[src/rtl/sine_mix_arbiter.sv]
// Round-robin arbiter feeding one shared sine lookup and amplitude mixer.
// Three register stages: grant/phase, lookup sample, scaled result.
module sine_mix_arbiter #(
    parameter int N_REQ = 2,
    parameter int PW    = 8,
    parameter int DW    = 8
) (
    input  logic                clk,
    input  logic                rst,
    input  logic                en,
    input  logic [N_REQ-1:0]    req_valid,
    output logic [N_REQ-1:0]    req_ready,
    input  logic [N_REQ*PW-1:0] req_phase,
    input  logic [N_REQ*DW-1:0] req_amp,
    output logic [PW-1:0]       lut_phase,
    input  logic [DW-1:0]       lut_sample,
    output logic                rsp_valid,
    output logic [1:0]          rsp_id,
    output logic [DW-1:0]       rsp_data,
    output logic                busy
);

    logic [1:0]      last_grant_q, last_grant_d;
    logic            v1_q, v1_d, v2_q, v2_d, rsp_v_q, rsp_v_d;
    logic [PW-1:0]   lut_phase_q, lut_phase_d;
    logic [DW-1:0]   amp1_q, amp1_d, amp2_q, amp2_d;
    logic [1:0]      id1_q, id1_d, id2_q, id2_d, rsp_id_q, rsp_id_d;
    logic [DW-1:0]   sample2_q, sample2_d, rsp_data_q, rsp_data_d;

    logic            xfer;
    logic [1:0]      gnt_id;
    logic [PW-1:0]   gnt_phase;
    logic [DW-1:0]   gnt_amp;
    logic [2:0]      cand;
    logic signed [2*DW-1:0] sx, ax, prod;

    // Search from last_grant+1 upward, wrapping; first valid requester wins.
    always_comb begin
        req_ready = '0;
        xfer      = 1'b0;
        gnt_id    = '0;
        gnt_phase = '0;
        gnt_amp   = '0;
        cand      = '0;
        if (en && !rst) begin
            for (int k = 1; k <= N_REQ; k++) begin
                cand = 3'(last_grant_q) + 3'(k);
                if (cand >= 3'(N_REQ))
                    cand = cand - 3'(N_REQ);
                for (int i = 0; i < N_REQ; i++) begin
                    if (!xfer && req_valid[i] && (int'(cand) == i)) begin
                        req_ready[i] = 1'b1;
                        xfer         = 1'b1;
                        gnt_id       = 2'(i);
                        gnt_phase    = req_phase[i*PW +: PW];
                        gnt_amp      = req_amp[i*DW +: DW];
                    end
                end
            end
        end
    end

    // Amplitude is unsigned, so it is zero-extended before the signed multiply.
    always_comb begin
        sx   = {{DW{sample2_q[DW-1]}}, sample2_q};
        ax   = {{DW{1'b0}}, amp2_q};
        prod = sx * ax;
    end

    always_comb begin
        last_grant_d = last_grant_q;
        v1_d         = v1_q;
        lut_phase_d  = lut_phase_q;
        amp1_d       = amp1_q;
        id1_d        = id1_q;
        v2_d         = v2_q;
        sample2_d    = sample2_q;
        amp2_d       = amp2_q;
        id2_d        = id2_q;
        rsp_v_d      = rsp_v_q;
        rsp_id_d     = rsp_id_q;
        rsp_data_d   = rsp_data_q;
        if (en) begin
            v1_d = xfer;
            if (xfer) begin
                lut_phase_d  = gnt_phase;
                amp1_d       = gnt_amp;
                id1_d        = gnt_id;
                last_grant_d = gnt_id;
            end
            v2_d       = v1_q;
            sample2_d  = lut_sample;
            amp2_d     = amp1_q;
            id2_d      = id1_q;
            rsp_v_d    = v2_q;
            rsp_id_d   = id2_q;
            rsp_data_d = prod[2*DW-1:DW];
        end
    end

    always_ff @(posedge clk) begin
        if (rst) begin
            last_grant_q <= 2'(N_REQ - 1);
            v1_q         <= 1'b0;
            lut_phase_q  <= '0;
            amp1_q       <= '0;
            id1_q        <= '0;
            v2_q         <= 1'b0;
            sample2_q    <= '0;
            amp2_q       <= '0;
            id2_q        <= '0;
            rsp_v_q      <= 1'b0;
            rsp_id_q     <= '0;
            rsp_data_q   <= '0;
        end else begin
            last_grant_q <= last_grant_d;
            v1_q         <= v1_d;
            lut_phase_q  <= lut_phase_d;
            amp1_q       <= amp1_d;
            id1_q        <= id1_d;
            v2_q         <= v2_d;
            sample2_q    <= sample2_d;
            amp2_q       <= amp2_d;
            id2_q        <= id2_d;
            rsp_v_q      <= rsp_v_d;
            rsp_id_q     <= rsp_id_d;
            rsp_data_q   <= rsp_data_d;
        end
    end

    // A held result is masked while frozen and shown exactly once after resume.
    assign rsp_valid = rsp_v_q & en;
    assign rsp_id    = rsp_id_q;
    assign rsp_data  = rsp_data_q;
    assign lut_phase = lut_phase_q;
    assign busy      = v1_q | v2_q | rsp_v_q;

endmodule

[config.mk]
export PLATFORM = sky130hd
export DESIGN_NAME = sine_mix_arbiter
export DESIGN_NICKNAME = d
export VERILOG_FILES = /design/src/rtl/sine_mix_arbiter.sv
export SDC_FILE = /design/constraint.sdc
export NUM_CORES = 1
export LEC_CHECK = 0
export BUFFER_PORTS_ARGS = -buffer_cell sky130_fd_sc_hd__buf_4
export CORE_ASPECT_RATIO = 1.1
export CORE_MARGIN = 2
export CORE_UTILIZATION = 40
export CTS_BUF_LIST = sky130_fd_sc_hd__clkbuf_2 sky130_fd_sc_hd__clkbuf_4 sky130_fd_sc_hd__clkbuf_8
export DETAILED_ROUTE_END_ITERATION = 12
export PLACE_DENSITY = 0.71
export SLEW_MARGIN = 10
export SYNTH_ARGS = -nofsm -noshare
export SYNTH_HDL_FRONTEND = slang
export SYNTH_SLANG_ARGS = --single-unit
export TNS_END_PERCENT = 1
[constraint.sdc]
create_clock -name clk -period 6.1 [get_ports clk]
set_input_delay 1.22 -clock clk [delete_from_list [all_inputs] [get_ports clk]]
set_output_delay 1.22 -clock clk [all_outputs]
set_load 0.01 [all_outputs]
# --- Yosys cells after proc, flatten, opt, wreduce, memory -nomap -nowiden ---
# Cells that the tools add are included.
totals:
  elab_cells: 69
  output_inout_bits: 22
  inputBits: 45
  ff_bits: 51
op_classes:
  muxes: 30
  n_eq_ne: 2
  n_bitwise: 3
  n_reduce_logical: 15
  n_mul: 1
  addsub: 4
  n_lt_le_gt_ge: 2
op_table:
  columns: ["operator", "n"]
  rows:
  - ["$mux W8", 10]
  - ["$mul A8 B9 Y16", 1]
  - ["$mux W1", 12]
  - ["$mux W3", 4]
  - ["$logic_and A1 B1 Y1", 8]
  - ["$mux W2", 4]
  - ["$eq A3 B2 Y1 const B", 2]
  - ["$ge A3 B2 Y1 const B", 2]
  - ["$logic_not A3 Y1", 2]
  - ["$sub A3 B2 Y3 const B", 2]
  - ["$logic_not A1 Y1", 4]
  - ["$add A2 B1 Y3 const B", 1]
  - ["$add A2 B2 Y3 const B", 1]
  - ["$or A1 B1 Y1", 2]
  - ["$reduce_and A2 Y1", 1]
  - ["$and A1 B1 Y1", 1]

# --- Logic depth before layout (Yosys ltp) ---
# Gate-level depths: netlist of run 1.
depth:
  ltp_word: 24
  depth_mapped: 16
  depth_no_buf: 15

# --- Least setup slack after synthesis of run 1 ---
# OpenSTA, ideal clock, no wires.
synth_timing:
  path_type: "reg-to-reg"
  start: "register sample2_q[7]"
  end: "register rsp_data_q[3] (netlist: rsp_data[3])"
  setup_time_ns: 0.117
  path_slack_ns: 1.938
  stages_incl_launch_ff: 15
  t_arrival_ns: 4.044
  cell_sequence: "dfxtp_1 > inv_1 > nor2_1 > fa_1 > fa_1 > fa_1 > inv_1 > fa_1 > inv_1 > ha_1 > a21o_1 > and2_1 > a311oi_2 > nand2_1 > a32o_1"
synth_via:
  elab_chain_cells: 1
synth_lines:
  columns: ["item", "line", "rtl"]
  rows:
  - ["start, declared", "28", "logic [DW-1:0] sample2_q, sample2_d, rsp_data_q, rsp_data_d;"]
  - ["start signal, assigned", "122", "sample2_q <= sample2_d;"]
  - ["$mul A8 B9 Y16", "67", "prod = sx * ax;"]
  - ["end signal, assigned", "127", "rsp_data_q <= rsp_data_d;"]
  - ["end, declared", "28", null]
# Every way passes these cells.
# A chain may end at the register's enable or synchronous reset.

# --- Worst setup path in the final report of run 1 ---
# Ends and elaborated chain as after synthesis.

==> key figures, run 1 <==
Outcome
  – Run status: finished, final reports clean

Cells and area
  – Layout-stage area growth over the synthesis result: 18.2%
  – Number of antenna cells inserted: 0
  – Final Cell Area: 4540 um^2
  – Most frequent standard cell in the layout excluding fill and tap cells: buf_4
  – Fraction of layout instances using a drive strength above 1: 0.177
  – Net count of the finished layout: 604
  – Commonest cells after routing, fill and taps aside: buf_4, inv_1, dfxtp_1, and2_1, nor2_1
  – Fillcell total: 911

Floorplanning
  – Initial core utilization: 0.411
  – Total I/O pin count: 67
  – Die W: 97.4 um
  – Die Footprint: 10400 um^2
  – Die Height: 107 um
  – CORE AREA: 9350 um^2
  – Row count: 37

Setup path
  – Critical path launch point type: register
  – R2R Path Start: sample2_q[7]
  – Element type at the critical path end: register
  – Biggest fanout along the worst timing path: 6
  – Critical Path RT: 6.31 ns
  – Capture point of the critical path: rsp_data[3]
  – Worst setup path start: sample2_q[7]
  – End of the worst register-to-register path: rsp_data[3]
  – Data arrival at the endpoint of the critical path: 4.64 ns
  – WS Path Type: register to register
  – Register-to-register setup slack: 1.67 ns
  – Reg2reg path depth: 14

Yosys
  – Seq/Total Area, Yosys: 0.245
  – Post-Synthesis Cells: 429
  – Adder-cell share of the synthesized area: 0.306
  – Largest family of logic cells by synthesized area: adder cells
  – Fraction of synthesized area in multiplexers: 0.0521
  – Compound-Gate Fraction of Synth Area: 0.133
  – Post-synth EDFFs: 0
  – Cell area after synthesis: 3840 um^2
  – Cell variety after synth: 49
  – Yosys warning total: 0
  – Post-Synth Simple-Gate Area: 0.186
  – Number of synthesized register bits: 47
  – Dominant synthesized flop cell: dfxtp_1
  – Xor-xnor portion of the synthesized cell area: 0.00684
  – Average footprint of a synthesized cell: 8.95 um^2
  – Post-synth net total: 547
  – Async set-reset flop share out of synthesis: 0

Power and ir drop
  – PD cells: 156 nW/um^2
  – Clk network pwr share: 0.334
  – Share of total power in combinational logic: 0.187
  – Internal Power: 0.000511 W
  – Part of the power in registers: 0.480
  – Leakage dissipation: 2.30 nW
  – NetSw: 0.000198 W
  – Sw Share: 0.279
  – Max IR drop VDD: 0.000132 V

Clock tree
  – CTS tree: done
  – Number of buffers between clock root and the deepest sink: 2
  – Total clock sinks: 47
  – Clock-pin slew on the worst setup and hold paths: 0.10 ns
  – Setup Buffers After CTS: 0
  – Number of hold buffers added after CTS: 0
  – Number of instances resized during post-cts repair: 0
  – Worst skew pair latency: 0.31 ns
  – Root buf cell: clkbuf_8
  – Clock buffer count from CTS: 5
  – Number of H-tree levels: 2

Placed design
  – RePlAce Congestion: 0.878
  – DP Area: 4420 um^2
  – Half-perimeter wire length after detailed placement: 6540 um
  – Post-Place Worst Slack: 1.70 ns
  – IO Port Bufs: 65

Hold path
  – Type of the tightest min-delay check: register to register
  – Launch point of the worst hold path: rsp_data[1]

Detailed routing
  – Number of antenna-violating nets in the routed design: 0
  – Count of TritonRoute iterations in the first routing pass: 4
  – Routed via count divided by cell count: 5.15
  – Routed WL: 8200 um
  – Routed WL per cell: 13.6 um
  – Drt initial violations: 123
  – Total number of vias: 3110
  – DRC violation count after routing: 0

STA
  – Shortest clock period the worst path allows after layout: 4.43 ns
  – Final Slew Violations: 0
  – Unrepaired setup endpoints after global routing: no
  – Transition time of the tightest slew-check pin: 1.13 ns
  – Total negative setup slack: 0 ns
  – Upper clock frequency limit: 0.226 GHz
  – Worst max-slew margin expressed relative to the limit: 0.248
  – Number of hold violations in the final report: 0
  – Fin Clk Skew: 0.0104 ns
  – Final setup violation count: 0
  – Part of the cycle the worst path needs: 0.727
  – Final critical-path setup slack: 1.67 ns
  – Final Hold Slack: 0.467 ns

Global routing
  – Number of antenna violations at the first check in global routing: 0
  – Vias in the first global route: 3126
  – Pin count of the biggest net entering global routing: 37
  – Overall overflow remaining after global route: 0
  – First-pass GRT wire length: 14200 um
  – GRT Overall Usage: 0.162

Flow run
  – Number of max-cap violations: 0
power groups by stage:
stage,Clock (W),Combinational [W],Sequential [W]
floorplan,0,0.0000814,0.000343
global placement,0,0.000131,0.000346
detailed placement,0,0.000134,0.000347
CTS,0.000246,0.000134,0.000340
global route,0.000256,0.000150,0.000343
finish,0.000236,0.000132,0.000340
layer usage:
layer	GRT usage	wire length [um]	part of all wire
met2	0.286	4120	0.50
met4	0.0397	125	0.015
met5	0	0	0
met1	0.209	3650	0.44
met3	0.0228	313	0.038
how the worst min path moves through the flow:
stage          depth (start not counted)  slack, ns          end
2_1_floorplan                          2       0.43         v1_q
5_1_grt                                2       0.48         v1_q
6_report                               2       0.47  rsp_data[1]
3_5_place_dp                           2       0.45         v1_q
4_1_cts                                2       0.47         v1_q
3_3_place_gp                           2       0.45         v1_q
critical path, stage by stage, from the launching register on:
cell and delay, ns:
dfxtp_1 0.45, inv_1 0.18, nor2_1 0.18, fa_1 0.44, fa_1 0.51, fa_1 0.54, inv_1 0.05, fa_1 0.53
inv_1 0.05, ha_1 0.37, a21o_1 0.22, and2_1 0.16, a311oi_2 0.30, nand2_1 0.09, a32o_1 0.27
Yosys cell counts (4+ instances only):
master    instances  area share
a21o_1            4      0.0078
a21oi_1           8       0.010
a22oi_1          16       0.031
a31o_2            4      0.0091
and2_1           42       0.068
and3_1            4      0.0065
buf_1             5      0.0049
clkbuf_1          9      0.0088
dfxtp_1          47        0.24
fa_1             35        0.18
ha_1             38        0.12
inv_1            52       0.051
mux2i_1          20       0.052
nand2_1          26       0.025
nand2b_1          5      0.0081
nand3_1          18       0.023
nor2_1           39       0.038
o21ai_0          18       0.023
stage by stage:
| stage | util | std cells | power [W] |
|---|---|---|---|
| 2_1_floorplan | - | 429 | 0.000425 |
| 3_3_place_gp | 0.473 | 596 | 0.000477 |
| 3_5_place_dp | 0.473 | 596 | 0.000480 |
| 4_1_cts | 0.485 | 604 | 0.000720 |
| 5_1_grt | 0.485 | 604 | 0.000749 |
| 6_report | 0.485 | 604 | 0.000709 |
final cells by class:
cell class | instances | area [um^2] | area share
multi-input cells | 312 | 2640 | 0.580
flip-flops and latches | 47 | 941 | 0.207
repair buffers | 67 | 503 | 0.111
inverters | 53 | 199 | 0.0438
well taps | 117 | 146 | 0.0322
clock buffers | 5 | 68.8 | 0.0152
clock inverters | 3 | 46.3 | 0.0102
kinds of logic after synthesis:
kind of cell,after synthesis
simple gates,142
fa+ha+maj,73
compound gates,73
buf+inv,70
flops,47
mux,20
xor+xnor,3
other cells,1
state kept, by name, indices dropped and copies added (netlist names), 8 cells and up:
register and count:
lut_phase 8, sample2_q 8, rsp_data 8, amp1_q 8, amp2_q 8
No activity file was read; power rests on OpenSTA's default activity.
==> inputs of run 2 (changes only) <==
--- a/config.mk
+++ b/config.mk
@@ -11,7 +11,7 @@
 export CORE_UTILIZATION = 40
 export CTS_BUF_LIST = sky130_fd_sc_hd__clkbuf_2 sky130_fd_sc_hd__clkbuf_4 sky130_fd_sc_hd__clkbuf_8
 export DETAILED_ROUTE_END_ITERATION = 12
-export PLACE_DENSITY = 0.71
+export PLACE_DENSITY = 0.74
 export SLEW_MARGIN = 10
 export SYNTH_ARGS = -nofsm -noshare
 export SYNTH_HDL_FRONTEND = slang
==> constraint.sdc (replaced) <==
create_clock -name clk -period 3.8 [get_ports clk]
set_input_delay 0.76 -clock clk [delete_from_list [all_inputs] [get_ports clk]]
set_output_delay 0.76 -clock clk [all_outputs]
set_load 0.01 [all_outputs]
==> key figures, run 2 (same netlist as run 1, synthesis figures left out) <==
Clock tree
  – Clock-pin slew on the worst setup and hold paths: 0.09 ns (was 0.10 ns)
  – Worst skew pair latency: 0.31 ns (about the same)
  – CTS tree: done (unchanged)
  – Number of buffers between clock root and the deepest sink: 2 (unchanged)
  – Number of H-tree levels: 2 (unchanged)
  – Root buf cell: clkbuf_8 (unchanged)
  – Clock buffer count from CTS: 5 (unchanged)
  – Total clock sinks: 47 (unchanged)

Setup path
  – Data arrival at the endpoint of the critical path: 4.19 ns (was 4.64 ns)
  – R2R Path Start: amp2_q[4] (was sample2_q[7])
  – Critical Path RT: 3.98 ns (was 6.31 ns)
  – Critical path launch point type: register (unchanged)
  – Reg2reg path depth: 13 (was 14)
  – Cell repeated most along the worst path: fa_1 (unchanged)
  – Register-to-register setup slack: -0.20 ns (was 1.67 ns)
  – Biggest fanout along the worst timing path: 5 (was 6)
  – End of the worst register-to-register path: rsp_data[6] (was rsp_data[3])
  – Slowest stage delay, CP: 0.52 ns (was 0.54 ns)
  – Cells traversed along the worst timing path: and2_4, fa_1, ha_1, inv_2, fa_1, inv_1, fa_1, ha_1, and3b_2, a2111o_1, and3_4, o41ai_2, o32ai_1 (was inv_1, nor2_1, fa_1, fa_1, fa_1, inv_1, fa_1, inv_1, ha_1, a21o_1, and2_1, a311oi_2, nand2_1, a32o_1)
  – Standard cell with the maximum stage delay on the critical path: fa_1 (unchanged)
  – WS Path Type: register to register (unchanged)
  – Element type at the critical path end: register (unchanged)

Global routing
  – First-pass GRT wire length: 15000 um (was 14200 um)
  – GRT Overall Usage: 0.173 (was 0.162)
  – Overall overflow remaining after global route: 0 (unchanged)
  – Number of antenna violations at the first check in global routing: 0 (unchanged)
  – Pin count of the biggest net entering global routing: 36 (was 37)
  – Vias in the first global route: 3298 (was 3126)

STA
  – Final critical-path setup slack: -0.203 ns (was 1.67 ns)
  – Upper clock frequency limit: 0.250 GHz (was 0.226 GHz)
  – Part of the cycle the worst path needs: 1.05 (was 0.727)
  – Worst max-slew margin expressed relative to the limit: 0.233 (was 0.248)
  – Transition time of the tightest slew-check pin: 1.15 ns (was 1.13 ns)
  – Unrepaired setup endpoints after global routing: yes (was no)
  – Fin Clk Skew: 0.00502 ns (was 0.0104 ns)
  – Final Slew Violations: 0 (unchanged)
  – Shortest clock period the worst path allows after layout: 4.00 ns (was 4.43 ns)
  – Number of hold violations in the final report: 0 (unchanged)
  – Final setup violation count: 7 (was 0)
  – Final Hold Slack: 0.461 ns (was 0.467 ns)

Outcome
  – Violated checks: negative setup slack
  – Run status: finished with violations (was finished, final reports clean)

Placed design
  – IO Port Bufs: 65 (unchanged)
  – Post-Place Worst Slack: -0.240 ns (was 1.70 ns)
  – DP Area: 4690 um^2 (was 4420 um^2)
  – RePlAce Congestion: 0.902 (was 0.878)
  – Number of instances in the placed design: 627 (was 596)
  – Half-perimeter wire length after detailed placement: 6980 um (was 6540 um)

Floorplanning
  – Die Height: 107 um (unchanged)
  – Die Footprint: 10400 um^2 (unchanged)
  – Total I/O pin count: 67 (unchanged)
  – Row count: 37 (unchanged)
  – Die W: 97.4 um (unchanged)
  – Initial core utilization: 0.411 (unchanged)
  – CORE AREA: 9350 um^2 (unchanged)

Hold path
  – WHS Path Cells: 2 (unchanged)
  – Launch point of the worst hold path: rsp_data[1] (unchanged)
  – Capture endpoint of the worst hold path: rsp_data[1] (unchanged)
  – Type of the tightest min-delay check: register to register (unchanged)

Flow run
  – Number of max-cap violations: 0 (unchanged)

Cells and area
  – Post-route insts no fill: 637 (was 604)
  – Net count of the finished layout: 637 (was 604)
  – Commonest cells after routing, fill and taps aside: buf_4, inv_1, and2_1, nor2_1, fa_1 (was buf_4, inv_1, dfxtp_1, and2_1, nor2_1)
  – Layout-stage area growth over the synthesis result: 28.1% (was 18.2%)
  – Fillcell total: 859 (was 911)
  – Number of antenna cells inserted: 0 (unchanged)
  – Fraction of layout instances using a drive strength above 1: 0.296 (was 0.177)
  – Most frequent standard cell in the layout excluding fill and tap cells: buf_4 (unchanged)
  – Final Cell Area: 4920 um^2 (was 4540 um^2)

Detailed routing
  – Routed via count divided by cell count: 5.11 (was 5.15)
  – Routed WL per cell: 13.8 um (was 13.6 um)
  – Number of antenna-violating nets in the routed design: 0 (unchanged)
  – Count of TritonRoute iterations in the first routing pass: 4 (unchanged)
  – Routed WL: 8800 um (was 8200 um)
  – Total number of vias: 3258 (was 3110)
  – DRC violation count after routing: 0 (unchanged)
  – Drt initial violations: 140 (was 123)

Power and ir drop
  – Leakage dissipation: 2.48 nW (was 2.30 nW)
  – Max IR drop VDD: 0.000213 V (was 0.000132 V)
  – PD cells: 228 nW/um^2 (was 156 nW/um^2)
run 2: cell count changes in the layout (fill, tap and decap cells not counted), sizes merged:
cell    delta
clkinv     +1
buf       +33
inv        -1
bufinv     -1
clkbuf     +1
run 2: power by group:
| part | leakage, nW | internal, W | switching [W] |
|---|---|---|---|
| Clock | 0.0474 | 0.000149 | 0.000179 |
| Sequential | 0.393 | 0.000516 | 0.0000218 |
| Combinational | 2.04 | 0.000129 | 0.000126 |
| Total | 2.48 | 0.000793 | 0.000327 |
run 2: worst max-delay path by stage:
stage / startpoint / end / cells past startpoint
after floorplan: amp2_q[6] / rsp_data[6] / 14
after detailed placement: sample2_q[4] / rsp_data[3] / 13
after global placement: sample2_q[5] / rsp_data[3] / 13
final: amp2_q[4] / rsp_data[6] / 13
after global routing: amp2_q[4] / rsp_data[6] / 13
after CTS: amp2_q[4] / rsp_data[3] / 13
run 2: per-layer routing:
metal,up-vias,global-route usage,wire [um]
li1,1614,-,-
met1,1562,0.217,3650
met2,69,0.314,4700
met3,13,0.0176,310
met4,0,0.0526,145
met5,-,0,0
run 2: repair_timing:
action / 4_1_cts / 5_1_grt
gates resized for setup: 34 / 4
endpoints found under the setup margin: 7 / 8
hold endpoints to repair: 0 / 0
pin swaps: 19 / 4
cloned: 0 / 0
buffers inserted: 1 / 1
hold buffers: 0 / 0
run 2: final cells by class:
cell class                 count  area (um^2)  area share
multi-input combinational    312         2750       0.558
inverter                      53          199      0.0404
sequential                    47          981       0.199
timing repair buffer         100          751       0.153
tap                          117          146      0.0297
clock buffer                   6         82.6      0.0168
clock inverter                 2         16.3     0.00331
run 2: worst max-delay path, delay by kind of cell (launching register included):
kind	cells	cell delay, ns
AND/OR/NAND/NOR	3	0.58
flip-flops	1	0.37
AO/OA/AOI/OAI	3	0.78
adder cells (fa/ha/maj)	5	2.04
buffers and inverters	2	0.09
run 2: through the flow:
| step | total power [W] | utilization | setup TNS (ns) |
|---|---|---|---|
| final | 0.00112 | 0.526 | -0.900 |
| after global routing | 0.00118 | 0.526 | -2.05 |
| after CTS | 0.00113 | 0.524 | -0.784 |
| after detailed placement | 0.000797 | 0.502 | -1.13 |
| after global placement | 0.000790 | 0.502 | -0.923 |
| after floorplan | 0.000685 | - | -0.135 |
==> inputs of run 3 (changes only) <==
--- a/config.mk
+++ b/config.mk
@@ -6,7 +6,7 @@
 export NUM_CORES = 1
 export LEC_CHECK = 0
 export BUFFER_PORTS_ARGS = -buffer_cell sky130_fd_sc_hd__buf_4
-export CORE_ASPECT_RATIO = 1.1
+export CORE_ASPECT_RATIO = 0.75
 export CORE_MARGIN = 2
 export CORE_UTILIZATION = 40
 export CTS_BUF_LIST = sky130_fd_sc_hd__clkbuf_2 sky130_fd_sc_hd__clkbuf_4 sky130_fd_sc_hd__clkbuf_8
==> constraint.sdc (replaced) <==
create_clock -name clk -period 3.8 [get_ports clk]
set_input_delay 0.38 -clock clk [delete_from_list [all_inputs] [get_ports clk]]
set_output_delay 0.38 -clock clk [all_outputs]
set_load 0.01 [all_outputs]
==> key figures, run 3 (same netlist as run 1, synthesis figures left out) <==
STA
  – Worst max-slew margin expressed relative to the limit: 0.212 (was 0.233)
  – Upper clock frequency limit: 0.244 GHz (was 0.250 GHz)
  – Shortest clock period the worst path allows after layout: 4.09 ns (was 4.00 ns)
  – Final Hold Slack: 0.285 ns (was 0.461 ns)
  – Final setup violation count: 7 (unchanged)
  – Final Slew Violations: 0 (unchanged)
  – Transition time of the tightest slew-check pin: 1.18 ns (was 1.15 ns)
  – Part of the cycle the worst path needs: 1.08 (was 1.05)
  – Unrepaired setup endpoints after global routing: yes (unchanged)
  – Fin Clk Skew: 0.0107 ns (was 0.00502 ns)
  – Final critical-path setup slack: -0.292 ns (was -0.203 ns)
  – Number of hold violations in the final report: 0 (unchanged)

Power and ir drop
  – Leakage dissipation: 2.53 nW (was 2.48 nW)
  – Max IR drop VDD: 0.000198 V (was 0.000213 V)
  – PD cells: 250 nW/um^2 (was 228 nW/um^2)
  – Overall power: 0.00126 W (was 0.00112 W)

Cells and area
  – Post-route insts no fill: 651 (was 637)
  – Number of antenna cells inserted: 0 (unchanged)
  – Commonest cells after routing, fill and taps aside: buf_4, inv_1, and2_1, nor2_1, dfxtp_1 (was buf_4, inv_1, and2_1, nor2_1, fa_1)
  – Final core utilization: 0.547 (was 0.526)
  – Net count of the finished layout: 640 (was 637)
  – Layout-stage area growth over the synthesis result: 30.9% (was 28.1%)
  – Most frequent standard cell in the layout excluding fill and tap cells: buf_4 (unchanged)
  – Fraction of layout instances using a drive strength above 1: 0.312 (was 0.296)

Setup path
  – Element type at the critical path end: register (unchanged)
  – Reg2reg path depth: 14 (was 13)
  – Critical path launch point type: register (unchanged)
  – WS Path Type: register to register (unchanged)
  – Critical Path RT: 4.01 ns (was 3.98 ns)
  – Data arrival at the endpoint of the critical path: 4.30 ns (was 4.19 ns)
  – Biggest fanout along the worst timing path: 6 (was 5)

Clock tree
  – Total clock sinks: 47 (unchanged)
  – Root buf cell: clkbuf_8 (unchanged)
  – Number of hold buffers added after CTS: 0 (unchanged)
  – Number of H-tree levels: 2 (unchanged)
  – Number of buffers between clock root and the deepest sink: 2 (unchanged)
  – Clock buffer count from CTS: 5 (unchanged)
  – CTS tree: done (unchanged)
  – Clock-pin slew on the worst setup and hold paths: 0.10 ns (was 0.09 ns)
  – Worst skew pair latency: 0.32 ns (was 0.31 ns)

Floorplanning
  – Row count: 30 (was 37)
  – Total I/O pin count: 67 (unchanged)
  – Die W: 117 um (was 97.4 um)
  – CORE AREA: 9200 um^2 (was 9350 um^2)
  – Die Footprint: 10400 um^2 (about the same)
  – Die Height: 88.9 um (was 107 um)
  – Initial core utilization: 0.418 (was 0.411)

Detailed routing
  – Routed WL: 9910 um (was 8800 um)
  – Number of antenna-violating nets in the routed design: 0 (unchanged)
  – DRC violation count after routing: 0 (unchanged)
  – Total number of vias: 3309 (was 3258)
  – Routed via count divided by cell count: 5.08 (was 5.11)
  – Count of TritonRoute iterations in the first routing pass: 4 (unchanged)
  – Drt initial violations: 170 (was 140)
  – Routed WL per cell: 15.2 um (was 13.8 um)

Placed design
  – Post-Place Worst Slack: -0.333 ns (was -0.240 ns)
  – Half-perimeter wire length after detailed placement: 7810 um (was 6980 um)
  – RePlAce Congestion: 0.932 (was 0.902)
  – Number of instances in the placed design: 638 (was 627)
  – IO Port Bufs: 65 (unchanged)

Global routing
  – First-pass GRT wire length: 16200 um (was 15000 um)
  – Overall overflow remaining after global route: 0 (unchanged)
  – Pin count of the biggest net entering global routing: 37 (was 36)
  – Vias in the first global route: 3206 (was 3298)
  – GRT Overall Usage: 0.202 (was 0.173)
  – Number of antenna violations at the first check in global routing: 0 (unchanged)

Outcome
  – Run status: finished with violations (unchanged)
  – Violated checks: negative setup slack (unchanged)

Hold path
  – Type of the tightest min-delay check: input pin to register (was register to register)
  – WHS Path Cells: 3 (was 2)

Flow run
  – Number of max-cap violations: 0 (unchanged)
## run 3: cell count changes in the layout (fill, tap and decap cells not counted), moves of 2 or more
cell,delta
buf_6,+2
inv_1,-3
nand2_1,-2
dfxtp_1,+2
inv_2,+2
dfxtp_2,-3
bufinv_16,+2
## run 3: metrics by stage
stage / cell area (um^2) / setup TNS, ns
finish: 5030 / -1.65
global route: 5030 / -2.42
CTS: 4920 / -1.38
detailed placement: 4700 / -1.75
global placement: 4700 / -1.22
floorplan: 3890 / -0.135
## run 3: final timing paths
| check | end | slack [ns] | start |
|---|---|---|---|
| min | sample2_q[1] | 0.28 | lut_sample[1] |
| max reg2reg | rsp_data[3] | -0.29 | amp2_q[4] |
| max | rsp_data[3] | -0.29 | amp2_q[4] |
| min reg2reg | v1_q | 0.47 | v1_q |
## run 3: layer usage
| layer | wire length (um) | GRT usage | up-vias |
|---|---|---|---|
| li1 | - | - | 1622 |
| met5 | 0 | 0 | - |
| met1 | 4630 | 0.301 | 1585 |
| met4 | 148 | 0.0449 | 0 |
| met3 | 539 | 0.0397 | 15 |
| met2 | 4590 | 0.304 | 87 |
## run 3: repair_timing
action | CTS | global route
gates resized for setup | 21 | 26
cloned | 0 | 0
buffers inserted | 3 | 2
endpoints found under the setup margin | 8 | 8
pin swaps | 13 | 17
## run 3: critical path, cell delays in order (launching register included)
cell and delay (ns):
dfxtp_4 0.37, buf_4 0.14, and2_4 0.15, fa_1 0.53, fa_1 0.45, fa_1 0.52
inv_1 0.05, fa_1 0.52, inv_2 0.05, ha_4 0.24, a21o_1 0.19, and2_4 0.16
a311oi_4 0.26, nand2_1 0.08, a32o_1 0.25
## run 3: where the power goes
group	leakage (nW)	switching [W]	internal, W	total [W]
sequential	0.392	0.0000243	0.000515	0.000540
clock	0.0688	0.000185	0.000270	0.000455
combinational	2.07	0.000133	0.000131	0.000264
## run 3: layout make-up
cell class | instances | area, um^2
fillers | 801 | 4170
multi-input cells | 312 | 2770
flip-flops and latches | 47 | 981
repair buffers | 103 | 781
inverters | 53 | 201
well taps | 128 | 160
clock buffers | 6 | 76.3
clock inverters | 2 | 60.1
